## config.mk

```make
export PLATFORM = sky130hd
export DESIGN_NAME = data_memory_pipe
export DESIGN_NICKNAME = d
export VERILOG_FILES = /design/src/rtl/data_memory_pipe.sv
export SDC_FILE = /design/constraint.sdc
export NUM_CORES = 1
export LEC_CHECK = 0
export CORE_MARGIN = 3
export CORE_UTILIZATION = 35
export DETAILED_ROUTE_END_ITERATION = 7
export PLACE_DENSITY_LB_ADDON = 0.05
export SETUP_SLACK_MARGIN = 0.4
export SLEW_MARGIN = 10
export SYNTH_ARGS = -nofsm -noshare
export SYNTH_HDL_FRONTEND = slang
export SYNTH_SLANG_ARGS = --single-unit
```

## constraint.sdc

```tcl
create_clock -name clk -period 7.5 [get_ports clk]
set_input_delay 1.125 -clock clk [delete_from_list [all_inputs] [get_ports clk]]
set_output_delay 1.125 -clock clk [all_outputs]
set_load 0.01 [all_outputs]
```

## src/rtl/data_memory_pipe.sv

```systemverilog
// Word-addressed data RAM for the MEM stage, with a reset-driven init sequencer and a bypass path.
// Latency: a response appears RD_LAT cycles after its accept edge; back-to-back requests are fully pipelined.
// Backpressure: req_ready is low only while INIT runs; responses cannot be stalled.
//
// Ports:
//   clk, rst_n                 clock, asynchronous active-low reset
//   req_valid / req_ready      request handshake; a request is accepted when both are high at a clock edge
//   memwrite, memread          write writeData to / read from mem[address[ADDR_W-1:0]]
//   memtoreg                   0: the response returns the address (bypass); 1: normal memory response
//   address, writeData         word address (or bypass value), and the write data
//   inj_par_err                store inverted parity on this write (parity build only)
//   rsp_valid, readData        one-cycle result pulse; readData holds the last result between pulses
//   parity_err                 stored parity disagrees with the word read; valid with rsp_valid
//
// Optional feature: define DMEM_PARITY_EN to store one even-parity bit per word.
module data_memory_pipe #(
    parameter int DATA_W    = 20,
    parameter int DEPTH     = 32,
    parameter int ADDR_W    = 5,
    parameter int RD_LAT    = 1,
    parameter int INIT_MODE = 1
) (
    input  logic              clk,
    input  logic              rst_n,
    input  logic              req_valid,
    output logic              req_ready,
    input  logic              memwrite,
    input  logic              memread,
    input  logic              memtoreg,
    input  logic [DATA_W-1:0] address,
    input  logic [DATA_W-1:0] writeData,
    input  logic              inj_par_err,
    output logic              rsp_valid,
    output logic [DATA_W-1:0] readData,
    output logic              parity_err
);

    typedef enum logic {
        ST_INIT = 1'b0,
        ST_RUN  = 1'b1
    } state_t;

    localparam logic [ADDR_W-1:0] INIT_LAST = ADDR_W'(DEPTH - 1);

    state_t             state_q;
    state_t             state_d;
    logic               init_we;
    logic [ADDR_W-1:0]  init_cnt;
    logic [DATA_W-1:0]  init_val;

    logic [DATA_W-1:0]  mem [DEPTH];

    logic [ADDR_W-1:0]  idx;
    logic               in_range;
    logic               accept;
    logic               wr_en;
    logic               rsp_gen;
    logic [DATA_W-1:0]  rsp_dat;
    logic               rsp_perr;

    // Response pipeline: stage 0 is loaded at the accept edge; the last stage drives the outputs.
    logic               vld_q  [RD_LAT];
    logic [DATA_W-1:0]  dat_q  [RD_LAT];
    logic               perr_q [RD_LAT];

    // ---------------------------------------------------------------- FSM
    always_ff @(posedge clk or negedge rst_n) begin
        if (!rst_n) begin
            state_q <= ST_INIT;
        end else begin
            state_q <= state_d;
        end
    end

    always_comb begin
        state_d   = state_q;
        req_ready = 1'b0;
        init_we   = 1'b0;
        case (state_q)
            ST_INIT: begin
                init_we = 1'b1;
                if (init_cnt == INIT_LAST) begin
                    state_d = ST_RUN;
                end
            end
            ST_RUN: begin
                req_ready = 1'b1;
            end
            default: begin
                state_d = ST_INIT;
            end
        endcase
    end

    always_ff @(posedge clk or negedge rst_n) begin
        if (!rst_n) begin
            init_cnt <= '0;
        end else if (init_we && (init_cnt != INIT_LAST)) begin
            init_cnt <= init_cnt + 1'b1;
        end
    end

    assign init_val = (INIT_MODE == 1) ? DATA_W'(init_cnt) : '0;

    // ---------------------------------------------------------------- request decode
    // Upper address bits are ignored for indexing but still returned on the bypass path.
    assign idx      = address[ADDR_W-1:0];
    assign in_range = (int'(idx) < DEPTH);
    assign accept   = req_valid & req_ready;
    assign wr_en    = accept & memwrite & in_range;
    assign rsp_gen  = accept & (~memtoreg | memread);

    // Bypass wins over memread; out-of-range reads return zero.
    always_comb begin
        rsp_dat = '0;
        if (!memtoreg) begin
            rsp_dat = address;
        end else if (in_range) begin
            rsp_dat = mem[idx];
        end
    end

    // ---------------------------------------------------------------- storage
    // Not reset: INIT rewrites every word after each reset. The read above samples
    // the array before this write lands, so a same-request write+read returns old data.
    always_ff @(posedge clk) begin
        if (init_we) begin
            mem[init_cnt] <= init_val;
        end else if (wr_en) begin
            mem[idx] <= writeData;
        end
    end

`ifdef DMEM_PARITY_EN
    logic par_mem [DEPTH];

    always_ff @(posedge clk) begin
        if (init_we) begin
            par_mem[init_cnt] <= ^init_val;
        end else if (wr_en) begin
            par_mem[idx] <= (^writeData) ^ inj_par_err;
        end
    end

    // Only a real memory read can flag an error; bypass and out-of-range reads never do.
    assign rsp_perr = memtoreg & in_range & ((^mem[idx]) != par_mem[idx]);
`else
    logic unused_inj;
    assign unused_inj = inj_par_err;
    assign rsp_perr   = 1'b0;
`endif

    // ---------------------------------------------------------------- response pipeline
    // Data stages load only behind a valid, so the last stage holds the previous result.
    always_ff @(posedge clk or negedge rst_n) begin
        if (!rst_n) begin
            for (int i = 0; i < RD_LAT; i++) begin
                vld_q[i]  <= 1'b0;
                dat_q[i]  <= '0;
                perr_q[i] <= 1'b0;
            end
        end else begin
            vld_q[0] <= rsp_gen;
            if (rsp_gen) begin
                dat_q[0]  <= rsp_dat;
                perr_q[0] <= rsp_perr;
            end
            for (int i = 1; i < RD_LAT; i++) begin
                vld_q[i] <= vld_q[i-1];
                if (vld_q[i-1]) begin
                    dat_q[i]  <= dat_q[i-1];
                    perr_q[i] <= perr_q[i-1];
                end
            end
        end
    end

    assign rsp_valid  = vld_q[RD_LAT-1];
    assign readData   = dat_q[RD_LAT-1];
    assign parity_err = vld_q[RD_LAT-1] & perr_q[RD_LAT-1];

endmodule

```

==> summary.md, run 1 <==
| Metric | Value |
|---|---|
| FF-to-FF path depth | `6` |
| Setup_tns | `0 ns` |
| Via density per instance | `5.28` |
| Critical path class | `primary input to flop` |
| Share of layout cells above drive strength 1 | `between 20% and 30%` |
| Place WS | `around 3.2 ns` |
| Total die area | `0.0777 sq mm` |
| Critical Path AT | `4.09 ns` |
| GPL Wtd Cong | `approximately 0.8` |
| # clock sinks | `~670` |
| Mean Syn Cell Area | `20.0 sq um` |
| VDD IR max | `0.173 mV` |
| Nets | `1479` |
| Post-synth EDFFs | `640` |
| Htree depth | `3` |
| Slew @ Worst Pin | `1.16 ns` |
| Fill count | `6558` |
| CTS clock-pin slew for the worst setup and hold paths | `around 0.06 ns` |
| HP Class | `flop to flop` |
| Number of detailed-route iterations in the first pass | `5` |
| Reg2reg end | `mem[24][17]$_DFFE_PP_` |
| Synth area leaders | `edfxtp_1 74%, mux4_2 9.7%, mux2i_1 4.7%` |
| Post-route cell area | `0.0303 sq mm` |
| CTS tree | `built` |
| Final worst-path cycle share | `around 47%` |
| Congestion Overflow GR | `0` |
| Critical path origin | `address[3]` |
| Cell area after placement | `0.0280 sq mm` |
| GRT Total Usage | `18.8%` |
| Clock buffer depth | `3` |
| Num CTS Buffers | `75` |
| Critical hold path startpoint | `init_cnt[3]$_DFFE_PN0P_` |
| Syn nets | `1349` |
| Initial Util | `between 30% and 40%` |
| R2R setup slack | `between 4 and 5 ns` |
| Reg area | `0.0199 sq mm` |
| Yosys cell types | `44` |
| Final Hold Vio Count | `0` |
| Largest net degree at the start of global routing | `93` |
| Die height | `roughly 280 microns` |
| Hold Slack | `~0.53 ns` |
| CP Launch Type | `primary input` |
| Vias | `12900` |
| Top cell type's share of synthesized area | `73.9%` |
| Register area share after synthesis | `76.5%` |
| Min cycle time layout | `between 3 and 4 ns` |
| Row count | `99` |
| Slew headroom | `22.5%` |
| Inst Count DP | `between 2000 and 2500` |
| CTS root buf | `clkbuf_16` |
| Post-route ant nets | `0` |
| Critical path peak fanout | `17` |
| Synthesized area | `0.0260 sq mm` |
| Fin. max-slew vios | `0` |
| Initial antenna violation count | `3` |
| Outcome | `complete, no violations` |
| Die W | `279 microns` |
| Fmax achieved | `between 200 and 300 MHz` |
| Number of global-route vias before repair | `between 10000 and 15000` |
| Initial DRC Count | `977` |
| DRC viols | `0` |
| Setup bufs post-CTS | `0` |
| I/O Pins | `70` |
| First-pass GRT wire length | `just over 100000 microns` |
| Drt total wl | `72700 microns` |
| Worst r2r src | `state_q$_DFF_PN0_` |
| Prevailing post-synth register cell | `edfxtp_1` |
| Synth warn | `0` |
| PostCTS Resize Cnt | `0` |
| DR WL/cell | `slightly below 30 microns` |
| Layout Cells excl Fill | `2448` |
| Synth-to-Final Area Change | `16.6%` |
| Endpoint class of the critical path | `flop` |
| Hold_buf cts | `0` |
| Req. time, crit path | `8.04 ns` |
| LEAKAGE | `0.0106 uW` |
| # port buffers | `67` |
| Max cap viols | `0` |
| Setup violations, final | `0` |
| Multi-input gate area | `between 0.005 and 0.006 sq mm` |
| Worst hold path depth | `1` |
| Worst setup slack after layout | `3.95 ns` |
| Worst hold path endpoint | `init_cnt[3]$_DFFE_PN0P_` |
| Mapped Cells | `1300` |
| Synth area leader | `edfxtp_1` |
| Worst-case clock skew | `0.0145 ns` |
| Clock latency on the worst-skew pair | `0.60 ns` |
| DP Wirelength | `just over 40000 microns` |
| RSZ-0062 raised after global routing | `no` |
| Async set-or-reset flop fraction in the synthesized netlist | `4.05%` |
| #FFs+latches synth | `667` |
| Core area | `0.0733 sq mm` |
| Power per cell area | `263 mW/mm^2` |
cell usage in the layout (no fill, tap or decap), types with 27 or more instances in the layout:
cell / instances
dfrtp_1: 27
nor2_1: 44
clkdlybuf4s50_1: 63
edfxtp_1: 640
nor2_2: 33
mux2i_1: 123
nand2_1: 42
buf_4: 60
mux4_2: 112
clkbuf_16: 81
a22oi_1: 72
worst max-delay path, cell delays in order:
cell and delay, ns:
clkdlybuf4s50_1 0.46, buf_4 0.28, and2_1 0.91, a22oi_1 0.41, a21oi_1 0.63, o32a_1 0.23
power breakdown:
group | switching, uW | leakage [uW] | total (uW) | internal, uW
logic | 255 | 0.00258 | 408 | 153
clock network | 1430 | 0.00113 | 3450 | 2030
registers | 23.4 | 0.00691 | 4120 | 4090
total | 1700 | 0.0106 | 7980 | 6270
worst max-delay path by stage:
| stage | to | slack (ns) | depth (start not counted) |
|---|---|---|---|
| after floorplan | mem[25][0]$_DFFE_PP_ | 3.97 | 5 |
| after global placement | mem[0][7]$_DFFE_PP_ | 3.20 | 6 |
| after detailed placement | mem[24][5]$_DFFE_PP_ | 3.22 | 6 |
| after CTS | mem[24][17]$_DFFE_PP_ | 3.87 | 6 |
| after global routing | mem[24][17]$_DFFE_PP_ | 3.77 | 6 |
| final | readData[15]$_DFFE_PN0P_ | 3.95 | 6 |
routing by layer:
layer  track usage (%)  share of wire [%]
met5                 0              0.027
met4              4.47                1.5
met3              3.15                4.0
met2              29.5                 47
met1              27.6                 48
flip-flops by register name (all words and copies together) (netlist names):
| signal | cells |
|---|---|
| rsp_valid | 1 |
| init_cnt | 5 |
| readData | 20 |
| mem | 640 |
| state_q | 1 |
cells in the mapped netlist, drive strengths merged, types with 6 or more instances:
| master | instances |
|---|---|
| nand3 | 8 |
| o32a | 17 |
| and2 | 18 |
| nor2b | 6 |
| mux2i | 123 |
| nand2 | 43 |
| dfrtp | 27 |
| edfxtp | 640 |
| a22oi | 72 |
| a21oi | 19 |
| buf | 50 |
| mux4 | 112 |
| nor2 | 77 |
| inv | 6 |
| clkbuf | 25 |
| o221ai | 16 |
area by class of cell:
class                           count  share of cell area (%)
Timing Repair Buffer              128                    3.75
Antenna cell                        1                 0.00825
Tap cell                          959                    3.96
Sequential cell                   667                    65.6
Inverter                            6                  0.0742
Multi-Input combinational cell    552                    19.0
Clock inverter                     28                   0.491
Clock buffer                      107                    7.10
stage by stage:
| step | total power [uW] | util (%) |
|---|---|---|
| floorplan | 4410 | - |
| global placement | 4610 | 38.2 |
| detailed placement | 4610 | 38.2 |
| CTS | 8080 | 41.4 |
| global route | 8260 | 41.4 |
| finish | 7980 | 41.4 |
kinds of logic (layout without fill, tap and decap cells):
family / after synthesis / after routing / synth area share (%)
AND/OR/NAND/NOR: 164 / 164 / 2.75
AO/OA/AOI/OAI: 144 / 144 / 4.25
XOR/XNOR: 3 / 3 / 0.101
other: 1 / 2 / 0.0144
multiplexers: 238 / 238 / 14.6
buffers and inverters: 81 / 269 / 1.79
adder cells (fa/ha/maj): 2 / 2 / 0.0962
flip-flops: 667 / 667 / 76.5
Power figures use the tool's default switching activity.
==> inputs of run 2 (changes only) <==
Clock period 7.5 ns to 3.31 ns, I/O delays scaled along.
==> summary.md, run 2 (synthesis gave the netlist of run 1 again) <==
| Metric | Value |
|---|---|
| Outcome | `complete, no violations (unchanged)` |
| Power, Total | `18000 uW (was 7980 uW)` |
| Die height | `279 microns (unchanged)` |
| Met3 global-route usage | `3.50% (was 3.15%)` |
| # clock sinks | `667 (unchanged)` |
| HP Class | `primary input to async pin (was flop to flop)` |
| Most common cell after layout, fill and taps aside | `edfxtp_1 (unchanged)` |
| DP Wirelength | `44400 microns (was 41100 microns)` |
| Critical path class | `flop to flop (was primary input to flop)` |
| Nets | `1541 (was 1479)` |
| Critical path peak fanout | `18 (was 17)` |
| Min cycle time layout | `2.64 ns` |
| I/O Pins | `70 (unchanged)` |
| Worst-case clock skew | `0.0187 ns (was 0.0145 ns)` |
| Most used routing layer | `met2 (unchanged)` |
| Critical Path AT | `2.95 ns (was 4.09 ns)` |
| Vias | `13300 (was 12900)` |
| CTS clock-pin slew for the worst setup and hold paths | `0.06 ns (about the same)` |
| Max cap viols | `0 (unchanged)` |
| Num CTS Buffers | `75 (unchanged)` |
| Setup violations, final | `0 (unchanged)` |
| Clock buffer depth | `3 (unchanged)` |
| Total die area | `0.0777 sq mm (unchanged)` |
| Drt total wl | `73200 microns (was 72700 microns)` |
| Initial Util | `35.5% (unchanged)` |
| CTS root buf | `clkbuf_16 (unchanged)` |
| Congestion Overflow GR | `0 (unchanged)` |
| Endpoint class of the critical path | `flop (unchanged)` |
| Fill count | `6553 (was 6558)` |
| GRT Total Usage | `19.0% (was 18.8%)` |
| Initial antenna violation count | `8 (was 3)` |
| Power per cell area | `577 mW/mm^2 (was 263 mW/mm^2)` |
| Via density per instance | `5.29 (was 5.28)` |
| Share of layout cells above drive strength 1 | `24.1% (was 21.7%)` |
| Slew @ Worst Pin | `0.896 ns (was 1.16 ns)` |
| RSZ-0062 raised after global routing | `no (unchanged)` |
| GPL Wtd Cong | `0.783 (was 0.798)` |
| Slew headroom | `40.0% (was 22.5%)` |
| Biggest register | `mem (unchanged)` |
| Core area | `0.0733 sq mm (unchanged)` |
| Global-route track usage on met1 | `28.2% (was 27.6%)` |
| R2R setup slack | `0.67 ns (was 4.55 ns)` |
| LEAKAGE | `0.0110 uW (was 0.0106 uW)` |
| Largest net degree at the start of global routing | `49 (was 93)` |
| M2 GR Usage | `28.8% (was 29.5%)` |
| Initial DRC Count | `1085 (was 977)` |
| DR WL/cell | `29.1 microns (was 29.7 microns)` |
| Number of global-route vias before repair | `13600 (was 13400)` |
| # port buffers | `67 (unchanged)` |
| Final Hold Vio Count | `0 (unchanged)` |
| CTS tree | `built (unchanged)` |
| Req. time, crit path | `3.62 ns (was 8.04 ns)` |
| Fmax achieved | `379 MHz` |
| Die W | `279 microns (unchanged)` |
| Final worst-path cycle share | `79.7%` |
| VDD IR max | `0.292 mV (was 0.173 mV)` |
| First-pass GRT wire length | `104000 microns (was 103000 microns)` |
| Max reg flops | `640 (unchanged)` |
| Htree depth | `3 (unchanged)` |
| Most frequent cells in the layout | `640 x edfxtp_1, 123 x mux2i_1, 112 x mux4_2 (unchanged)` |
| Setup bufs post-CTS | `0 (unchanged)` |
| Setup_tns | `0 ns (unchanged)` |
| Synth-to-Final Area Change | `19.8% (was 16.6%)` |
| Post-route ant nets | `0 (unchanged)` |
| Fin. max-slew vios | `0 (unchanged)` |
| Number of detailed-route iterations in the first pass | `5 (unchanged)` |
| Clock latency on the worst-skew pair | `0.60 ns (about the same)` |
| DRC viols | `0 (unchanged)` |
| Row count | `99 (unchanged)` |
| CP Launch Type | `flop (was primary input)` |
==> run 2: cell count changes in the layout (fill, tap and decap cells not counted), moves of 2 or more <==
cell	previous run	this run
buf_12	1	37
clkbuf_1	23	21
clkinv_1	15	20
buf_4	60	85
and2_1	10	18
diode_2	1	4
clkbuf_16	81	79
and2_2	8	0
clkinv_2	11	13
==> run 2: worst paths after layout <==
kind / startpoint / end / depth (start not counted)
min: rst_n / rsp_valid$_DFF_PN0_ / 2
min in group clk: readData[14]$_DFFE_PN0P_ / readData[14]$_DFFE_PN0P_ / 1
max: state_q$_DFF_PN0_ / mem[26][14]$_DFFE_PP_ / 5
max reg2reg: state_q$_DFF_PN0_ / mem[26][14]$_DFFE_PP_ / 5
max in group asynchronous: rst_n / readData[3]$_DFFE_PN0P_ / 2
min reg2reg: readData[14]$_DFFE_PN0P_ / readData[14]$_DFFE_PN0P_ / 1
==> run 2: repair_timing <==
item                                   CTS  global route
hold buffers                             1             0
gates resized for setup                  0             0
endpoints found under the hold margin   27             0
==> run 2: layer usage <==
layer,part of all wire (%),up-vias
met2,46,288
met1,47,7155
met5,0.016,-
met3,4.7,103
met4,2.4,2
li1,-,5761
==> run 2: cell type report <==
class	count	area [sq um]	area share, %
antenna	4	10.0	0.0321
tap	959	1200	3.85
inverter	6	22.5	0.0722
clock inverter	35	158	0.506
timing repair buffer	190	2060	6.59
clock buffer	102	2080	6.68
multi-input combinational	552	5760	18.5
sequential	667	19900	63.8
==> run 2: per-stage QoR <==
| step | worst slack [ns] | hold slack, ns | util, % | instance area [sq um] | instances |
|---|---|---|---|---|---|
| 6_report | 0.671 | 0.496 | 42.5 | 31200 | 2515 |
| 5_1_grt | 0.564 | 0.561 | 42.5 | 31200 | 2511 |
| 4_1_cts | 0.660 | 0.505 | 42.5 | 31200 | 2511 |
| 3_5_place_dp | 0.259 | 0.536 | 39.4 | 28900 | 2373 |
| 3_3_place_gp | 0.252 | 0.537 | 39.4 | 28900 | 2373 |
| 2_1_floorplan | 0.412 | 0.201 | - | 26000 | 1300 |
==> run 2: power breakdown <==
part           switching [uW]  leakage (uW)  internal, uW  total, uW
logic                     597       0.00299           400        997
clock network            3250       0.00110          4400       7650
registers                52.9       0.00691          9280       9330
total                    3900        0.0110         14100      18000
==> run 2: critical path, stage by stage (launching register included) <==
cell and delay [ns]:
dfrtp_1 0.51, and3_1 0.44, mux2_2 0.42, or3_1 0.49, nor2_2 0.24, buf_12 0.22
